==> src/rtl/rr_arb_8_if.sv <==
// rr_arb_8_if: request/grant bundle between the requesters and the round-robin arbiter
interface rr_arb_8_if;
    logic [7:0] req;
    logic       done;
    logic [7:0] gnt;
    logic [2:0] gnt_idx;
    logic       gnt_valid;
    logic       timeout;

    modport master (output req, output done, input gnt, input gnt_idx, input gnt_valid, input timeout);
    modport slave  (input req, input done, output gnt, output gnt_idx, output gnt_valid, output timeout);
endinterface

==> src/rtl/rr_arb_8.sv <==
// rr_arb_8: 8-way round-robin arbiter with hold-time limit and decoder-driven one-hot grant

// dec_3x8: 3-to-8 one-hot decoder
module dec_3x8 (
    input  logic [2:0] sel,
    output logic [7:0] y
);
    assign y = 8'd1 << sel;
endmodule

module rr_arb_8 #(
    parameter int MAX_HOLD = 16,
    parameter int CNT_W    = 5
) (
    input  logic       clk,
    input  logic       rst_n,
    rr_arb_8_if.slave  bus
);
    typedef enum logic {IDLE = 1'b0, GRANT = 1'b1} state_t;

    state_t           state;
    logic [2:0]       ptr;
    logic [2:0]       idx;
    logic             valid;
    logic             tmo;
    logic [CNT_W-1:0] cnt;
    logic [15:0]      req2;
    logic [7:0]       rot;
    logic [2:0]       off;
    logic [2:0]       sel;
    logic             lim;
    logic             drop;
    logic             rel;
    logic [7:0]       dec;

    // rotate requests so the pointer position is bit 0, then pick the lowest set bit
    always_comb begin
        req2 = {bus.req, bus.req} >> ptr;
        rot  = req2[7:0];
        off  = 3'd0;
        for (int i = 7; i >= 0; i--)
            if (rot[i]) off = 3'(i);
        sel  = ptr + off;
        lim  = (MAX_HOLD != 0) && (cnt == CNT_W'(MAX_HOLD));
        drop = !bus.req[idx];
        rel  = bus.done || drop || lim;
    end

    // grant sequencing: IDLE picks an owner, GRANT holds it until done, drop or limit
    always_ff @(posedge clk or negedge rst_n) begin
        if (!rst_n) begin
            state <= IDLE;
            ptr   <= 3'd0;
            idx   <= 3'd0;
            valid <= 1'b0;
            tmo   <= 1'b0;
            cnt   <= '0;
        end else begin
            tmo <= 1'b0;
            case (state)
                IDLE: begin
                    if (|bus.req) begin
                        idx   <= sel;
                        valid <= 1'b1;
                        cnt   <= CNT_W'(1);
                        state <= GRANT;
                    end
                end
                GRANT: begin
                    if (rel) begin
                        valid <= 1'b0;
                        ptr   <= idx + 3'd1;
                        cnt   <= '0;
                        tmo   <= lim && !bus.done && !drop;
                        state <= IDLE;
                    end else if (cnt != '1) begin
                        cnt <= cnt + CNT_W'(1);
                    end
                end
                default: begin
                    valid <= 1'b0;
                    cnt   <= '0;
                    state <= IDLE;
                end
            endcase
        end
    end

    dec_3x8 u_dec (.sel(idx), .y(dec));

    assign bus.gnt       = dec & {8{valid}};
    assign bus.gnt_idx   = idx;
    assign bus.gnt_valid = valid;
    assign bus.timeout   = tmo;
endmodule

==> src/flat_wrapper.sv <==
// flat-port wrapper written by rule: the top's interface ports become plain ports
module rr_arb_8_flat 
#(
    parameter int MAX_HOLD = 16,
    parameter int CNT_W    = 5
)
  (clk, rst_n, bus_req, bus_done, bus_gnt, bus_gnt_idx, bus_gnt_valid, bus_timeout);
  rr_arb_8_if bus_i ();
  input  logic clk;
  input  logic rst_n;
  input wire logic [$bits(bus_i.req)-1:0] bus_req;
  input wire logic [$bits(bus_i.done)-1:0] bus_done;
  output wire logic [$bits(bus_i.gnt)-1:0] bus_gnt;
  output wire logic [$bits(bus_i.gnt_idx)-1:0] bus_gnt_idx;
  output wire logic [$bits(bus_i.gnt_valid)-1:0] bus_gnt_valid;
  output wire logic [$bits(bus_i.timeout)-1:0] bus_timeout;
  assign bus_i.req = bus_req;
  assign bus_i.done = bus_done;
  assign bus_gnt = bus_i.gnt;
  assign bus_gnt_idx = bus_i.gnt_idx;
  assign bus_gnt_valid = bus_i.gnt_valid;
  assign bus_timeout = bus_i.timeout;
  rr_arb_8 #(.MAX_HOLD(MAX_HOLD), .CNT_W(CNT_W)) u_core (.clk(clk), .rst_n(rst_n), .bus(bus_i));
endmodule
==> config.mk <==
export PLATFORM = sky130hd
export DESIGN_NAME = rr_arb_8_flat
export DESIGN_NICKNAME = d
export VERILOG_FILES = /design/src/rtl/rr_arb_8_if.sv /design/src/rtl/rr_arb_8.sv /design/src/flat_wrapper.sv
export SDC_FILE = /design/constraint.sdc
export NUM_CORES = 1
export LEC_CHECK = 0
export ABC_AREA = 1
export BUFFER_PORTS_ARGS = -buffer_cell sky130_fd_sc_hd__clkbuf_2
export CORE_MARGIN = 2
export CORE_UTILIZATION = 30
export CTS_BUF_LIST = sky130_fd_sc_hd__clkbuf_16
export DETAILED_ROUTE_END_ITERATION = 6
export GPL_TIMING_DRIVEN = 0
export HOLD_SLACK_MARGIN = 0.06
export PLACE_DENSITY_LB_ADDON = 0.05
export SYNTH_ARGS = -nofsm -noshare
export SYNTH_HDL_FRONTEND = slang
export SYNTH_SLANG_ARGS = --single-unit
==> constraint.sdc <==
create_clock -name clk -period 2.2 [get_ports clk]
set_clock_uncertainty 0.1 [all_clocks]
set_input_delay 0.11 -clock clk [delete_from_list [all_inputs] [get_ports clk]]
set_output_delay 0.11 -clock clk [all_outputs]
set_load 0.01 [all_outputs]
# After elaboration in Yosys (flattened, before gate mapping)
# Index checks and enable logic that the tools add are counted.
word_totals:
  register_bits: 14
  inputBits: 11
op_classes:
  n_reduce_logical: 11
  n_shift: 2
  n_eq_ne: 5
  n_lt_le_gt_ge: 1
  mux: 22
  n_bitwise: 2
  addsub: 3
ops:
  columns: ["operator", "count"]
  rows:
  - ["3-bit two-way mux", 8]
  - ["16-bit by 3-bit right shift with 8-bit output", 1]
  - ["5-bit two-way mux", 3]
  - ["5-bit one-hot mux with 2 select lines", 1]
  - ["8-bit AND", 1]
  - ["2-bit AND reduction", 4]
  - ["8-bit OR reduction", 1]
  - ["1-bit by 3-bit left shift with 8-bit output (first input constant)", 1]
  - ["1-bit two-way mux", 7]
  - ["5-bit by 1-bit adder with 5-bit output (second input constant)", 1]
  - ["5-bit equality test (second input constant)", 1]
  - ["5-bit inequality test (second input constant)", 1]
  - ["3-bit by 4-bit < comparator with 1-bit output (second input constant)", 1]
  - ["1-bit one-hot mux with 2 select lines", 2]
  - ["3-bit by 1-bit adder with 3-bit output (second input constant)", 1]
  - ["3-bit adder", 1]
  - ["1-bit binary-select mux with 3-bit select", 1]
  - ["3-bit inequality test (second input constant)", 1]
  - ["1-bit logical AND", 2]
  - ["1-bit zero test", 2]
  - ["1-bit logical OR", 2]
  - ["2-bit by 1-bit inequality test with 1-bit output (second input constant)", 1]
  - ["2-bit inequality test (second input constant)", 1]
  - ["1-bit inverter", 1]

# Depth between registers and ports, before layout
logic_depth:
  word_depth: 10
  depth_mapped: 21
  depth_no_buf: 20

# Cells and area by module
# A second synthesis with hierarchy kept.
unflattened:
  hier_cells: 233
  area_unflattened_um2: 1482.7
modules_own_cells:
  columns: ["module", "instances", "cells_per_inst", "seq_area_each_um2", "area_per_inst_um2"]
  rows:
  - ["rr_arb_8", 1, 218, 350.3, 1426.4]
  - ["dec_3x8", 1, 15, 0.0, 56.3]

# Least setup slack after synthesis
# Ideal clock, no wire load.
synth_timing:
  path_type: "register -> register"
  from: "register u_core.ptr[0]"
  to: "register u_core.idx[2], in the netlist u_core.bus.gnt_idx[2]"
  required_time_ns: 1.983
  setup_slack_ns: -0.154
  path_stages_with_launch: 21
  arrival_ns: 2.136
  period_less_slack_ns: 2.354
  cell_sequence: "dfrtp_1 buf_6 inv_8 nand2_2 nand3_1 nand3_1 nand2_1 inv_1 nand2_1 nand2_1 nand2_1 nand2_1 a21oi_1 ha_1 inv_1 fa_1 xor2_1 inv_1 nand3_1 nand3_1 nand2_1"
synth_via:
  elab_chain_cells: 10
synth_lines:
  columns: ["item", "line_no", "source"]
  rows:
  - ["start: declaration", "rr_arb_8.sv:22", "logic [2:0] ptr;"]
  - ["start signal: assignment", "rr_arb_8.sv:72", "ptr <= idx + 3'd1;"]
  - ["16-bit by 3-bit right shift with 8-bit output", "rr_arb_8.sv:38", "req2 = {bus.req, bus.req} >> ptr;"]
  - ["3-bit two-way mux (8 in series)", "rr_arb_8.sv:42", "if (rot[i]) off = 3'(i);"]
  - ["3-bit adder (*)", "rr_arb_8.sv:43", "sel = ptr + off;"]
  - ["end signal: assignment", "rr_arb_8.sv:63", "idx <= sel;"]
  - ["end: declaration", "rr_arb_8.sv:23", "logic [2:0] idx;"]
# Every way passes the cells marked *; elsewhere a longest branch is shown, timed or not.
# A chain may end at the register's enable or synchronous reset.

# Worst setup path in the final report
# Ends and elaborated chain as after synthesis.

==> impl_metrics.ini <==
[status]
status = finished with violations
violations = setup timing

[yosys]
seq_area_frac_synth = 0.238
yosys_warnings = 0
ys_types = 29
synth_async_sr_flop_share = 1.00
synth_edf_count = 0
syn_avg_cell_area_um2 = 6.98
syn_nets = 233
netlist_area_um2 = 1470
ys_ff_latch = 14
syn_inst = 211
ys.flop_type = dfrtp_1

[worst_setup_path]
crit_top_cell = nand2_1
r2r_end = u_core.bus.gnt_idx[2]
cp.depth = 20
cp_slowest_cell = dfrtp_1
critPathKind = flop to flop
max_stage_delay_ns = 0.41
worst_r2r_path_depth = 20
critPathLaunch = u_core.ptr[0]
reg2reg_setup_slack_ns = -0.32
cp_top_family = simple AND/OR/NAND/NOR gates
worstSetupEndpointType = flop
crit_fanout = 8
cp_cell_sequence = buf_6 -> inv_8 -> nand2_4 -> nand3_2 -> nand3_2 -> nand2_2 -> nand2_1 -> nand2_1 -> nand2_1 -> nand2_1 -> nand2_1 -> a21oi_2 -> ha_2 -> inv_2 -> fa_2 -> xor2_1 -> inv_1 -> nand3_2 -> nand3_2 -> nand2_1
crit_required_ns = 2.23
crit_end = u_core.bus.gnt_idx[2]
rr_startpoint = u_core.ptr[0]
worstPathArrival_ns = 2.55
worstSetupStartpointType = flop
path_buf_inv = 4

[global_routing]
antenna_found_initial = 0
gr-total-overflow = 0
grt_pass1_wl_um = 6310
track_usage = 0.150
grt_max_degree = 15
grt_pass1_vias = 1316

[power_and_ir_drop]
power_leakage_nw = 0.997
p_per_area_nw_per_um2 = 1490
ir_drop_mv = 0.474

[timing]
min_period_over_period = 1.14
max_freq_mhz = 397
hold_violations = 0
maxSlewHeadroom = 0.747
grt_setup_unrepaired = yes
worst_slack_ns = -0.319
min_period_ns = 2.52
setup_viol = 2
tightest_slew_ns = 0.380
maxSlewViolCount = 0

[route]
drc_errors = 0
dr_total_vias = 1434
viasPerCell = 4.61
drt_iter0_drc = 84
drt_wl_total_um = 3810
wire_per_inst_um = 12.2
ant_nets = 0
drtPass1Iterations = 4

[cts]
cts_max_path_buffers = 2
cts_root_buffer = clkbuf_16
ctsHtreeMaxLevel = 1
cts_sinks = 14
clkTransAtPathRegs_ns = 0.04
cts_made_buffers = 3
clk_latency_ns = 0.24
cts_tree = built

[floorplanning]
initial_core_util = 0.312
fp.dieArea_um2 = 5490
core_area_um2 = 4720
fp.dieW_um = 74.1
rows = 25
io_pins = 24
die_h_um = 74.1

[placement]
hpwl_um = 2970
dpl.cell_count = 301
portBuffers = 23
gp_congestion = 0.788
pre_cts_ws_ns = -0.460

[final_layout]
fin_nets = 268
syn_to_final_growth_pct = 28.2
diodes = 0
final_cells = 311
drive_gt1_frac = 0.377

[job]
cap_viol_max_count = 0

[hold_path]
min_path_type = primary input to flop
-- registers in the layout (all words and copies together) (netlist names) --
signal	cells
u_core.state	1
u_core.bus.gnt_valid	1
u_core.cnt	5
u_core.bus.gnt_idx	3
u_core.ptr	3
u_core.bus.timeout	1
-- layer usage --
layer,GRT usage,up-vias,wire length [um]
met5,0,-,0
met4,0.0424,0,23
met3,0.0122,2,71
met2,0.247,18,1790
met1,0.211,669,1920
li1,-,745,-
-- per-stage QoR --
stage	power [mW]	area [um^2]	hold WS [ns]	TNS [ns]	utilization
2_1_floorplan	1.82	1490	-0.286	-0.182	-
4_1_cts	2.84	1880	0.0971	-0.539	0.398
3_5_place_dp	2.28	1690	-0.0566	-0.744	0.358
3_3_place_gp	2.30	1690	-0.0524	-0.733	0.358
6_report	2.82	1890	0.0890	-0.492	0.400
5_1_grt	3.12	1890	0.118	-0.867	0.400
-- tightest hold or removal path, stage by stage --
cell      delay [ns]
clkbuf_2        0.07
inv_1           0.05
nand3_2         0.10
nor3_1          0.05
-- synthesized netlist by cell type, types with 2 or more instances --
cell type	n	area share
nand3_2	10	0.068
ha_1	10	0.085
dfrtp_1	14	0.24
xor2_1	3	0.018
nand3_1	22	0.075
nand2_2	17	0.072
nor2_1	16	0.041
o21ai_1	6	0.020
o21ai_0	5	0.017
nor2_4	2	0.015
o211ai_2	2	0.017
nand4_1	5	0.021
buf_6	2	0.015
nand2_1	58	0.15
inv_1	23	0.059
a21oi_1	2	0.0068
nor3_1	2	0.0068
-- report_power, final --
part	internal (mW)	switching (mW)	total [mW]
registers	0.350	0.139	0.489
logic	0.767	1.23	2.00
clock network	0.237	0.0933	0.330
total	1.35	1.47	2.82
-- layout by cell type, fill, tap and decap left out, drive strengths merged --
cell type	instances
nand2	76
nand3	32
clkbuf	26
inv	26
nor2	19
dfrtp	14
o21ai	12
ha	10
buf	9
nand4	5
xor2	3
nor3	3
o211ai	3
a21oi	2
o21bai	1
or2	1
fa	1
dlygate4sd3	1
-- logic make-up (layout without fill, tap and decap cells) --
logic type               count (synthesis)  after routing  synth area share
AND/OR/NAND/NOR                        136            136             0.470
flip-flops                              14             14             0.238
adder cells (fa/ha/maj)                 11             11            0.0986
XOR/XNOR                                 3              3            0.0178
buffers and inverters                   29             62            0.0935
AO/OA/AOI/OAI                           18             18            0.0824
-- how the worst min path moves through the flow --
stage / startpoint / to / slack, ns / cells past startpoint
2_1_floorplan: rst_n / u_core.bus.gnt_idx[0] / -0.29 / 0
3_3_place_gp: rst_n / u_core.ptr[0] / -0.05 / 1
3_5_place_dp: rst_n / u_core.cnt[2] / -0.06 / 1
4_1_cts: bus_done / u_core.bus.timeout / 0.1 / 4
5_1_grt: bus_done / u_core.bus.timeout / 0.12 / 4
6_report: bus_done / u_core.bus.timeout / 0.09 / 4
-- layout make-up --
class	count	area, um^2
fillers	514	2840
multi-input cells	168	1070
flip-flops and latches	14	350
repair buffers	30	170
inverters	26	108
well taps	67	83.8
clock buffers	3	75.1
plain buffers	3	30.0
-- repair_timing --
action,CTS,global route
endpoints found under the hold margin,14,0
pin swaps,8,0
cloned,1,0
setup buffers,4,1
setup endpoints to repair,2,2
resized for setup,20,0
hold buffers,1,0
(Power assumes the default switching activity.)
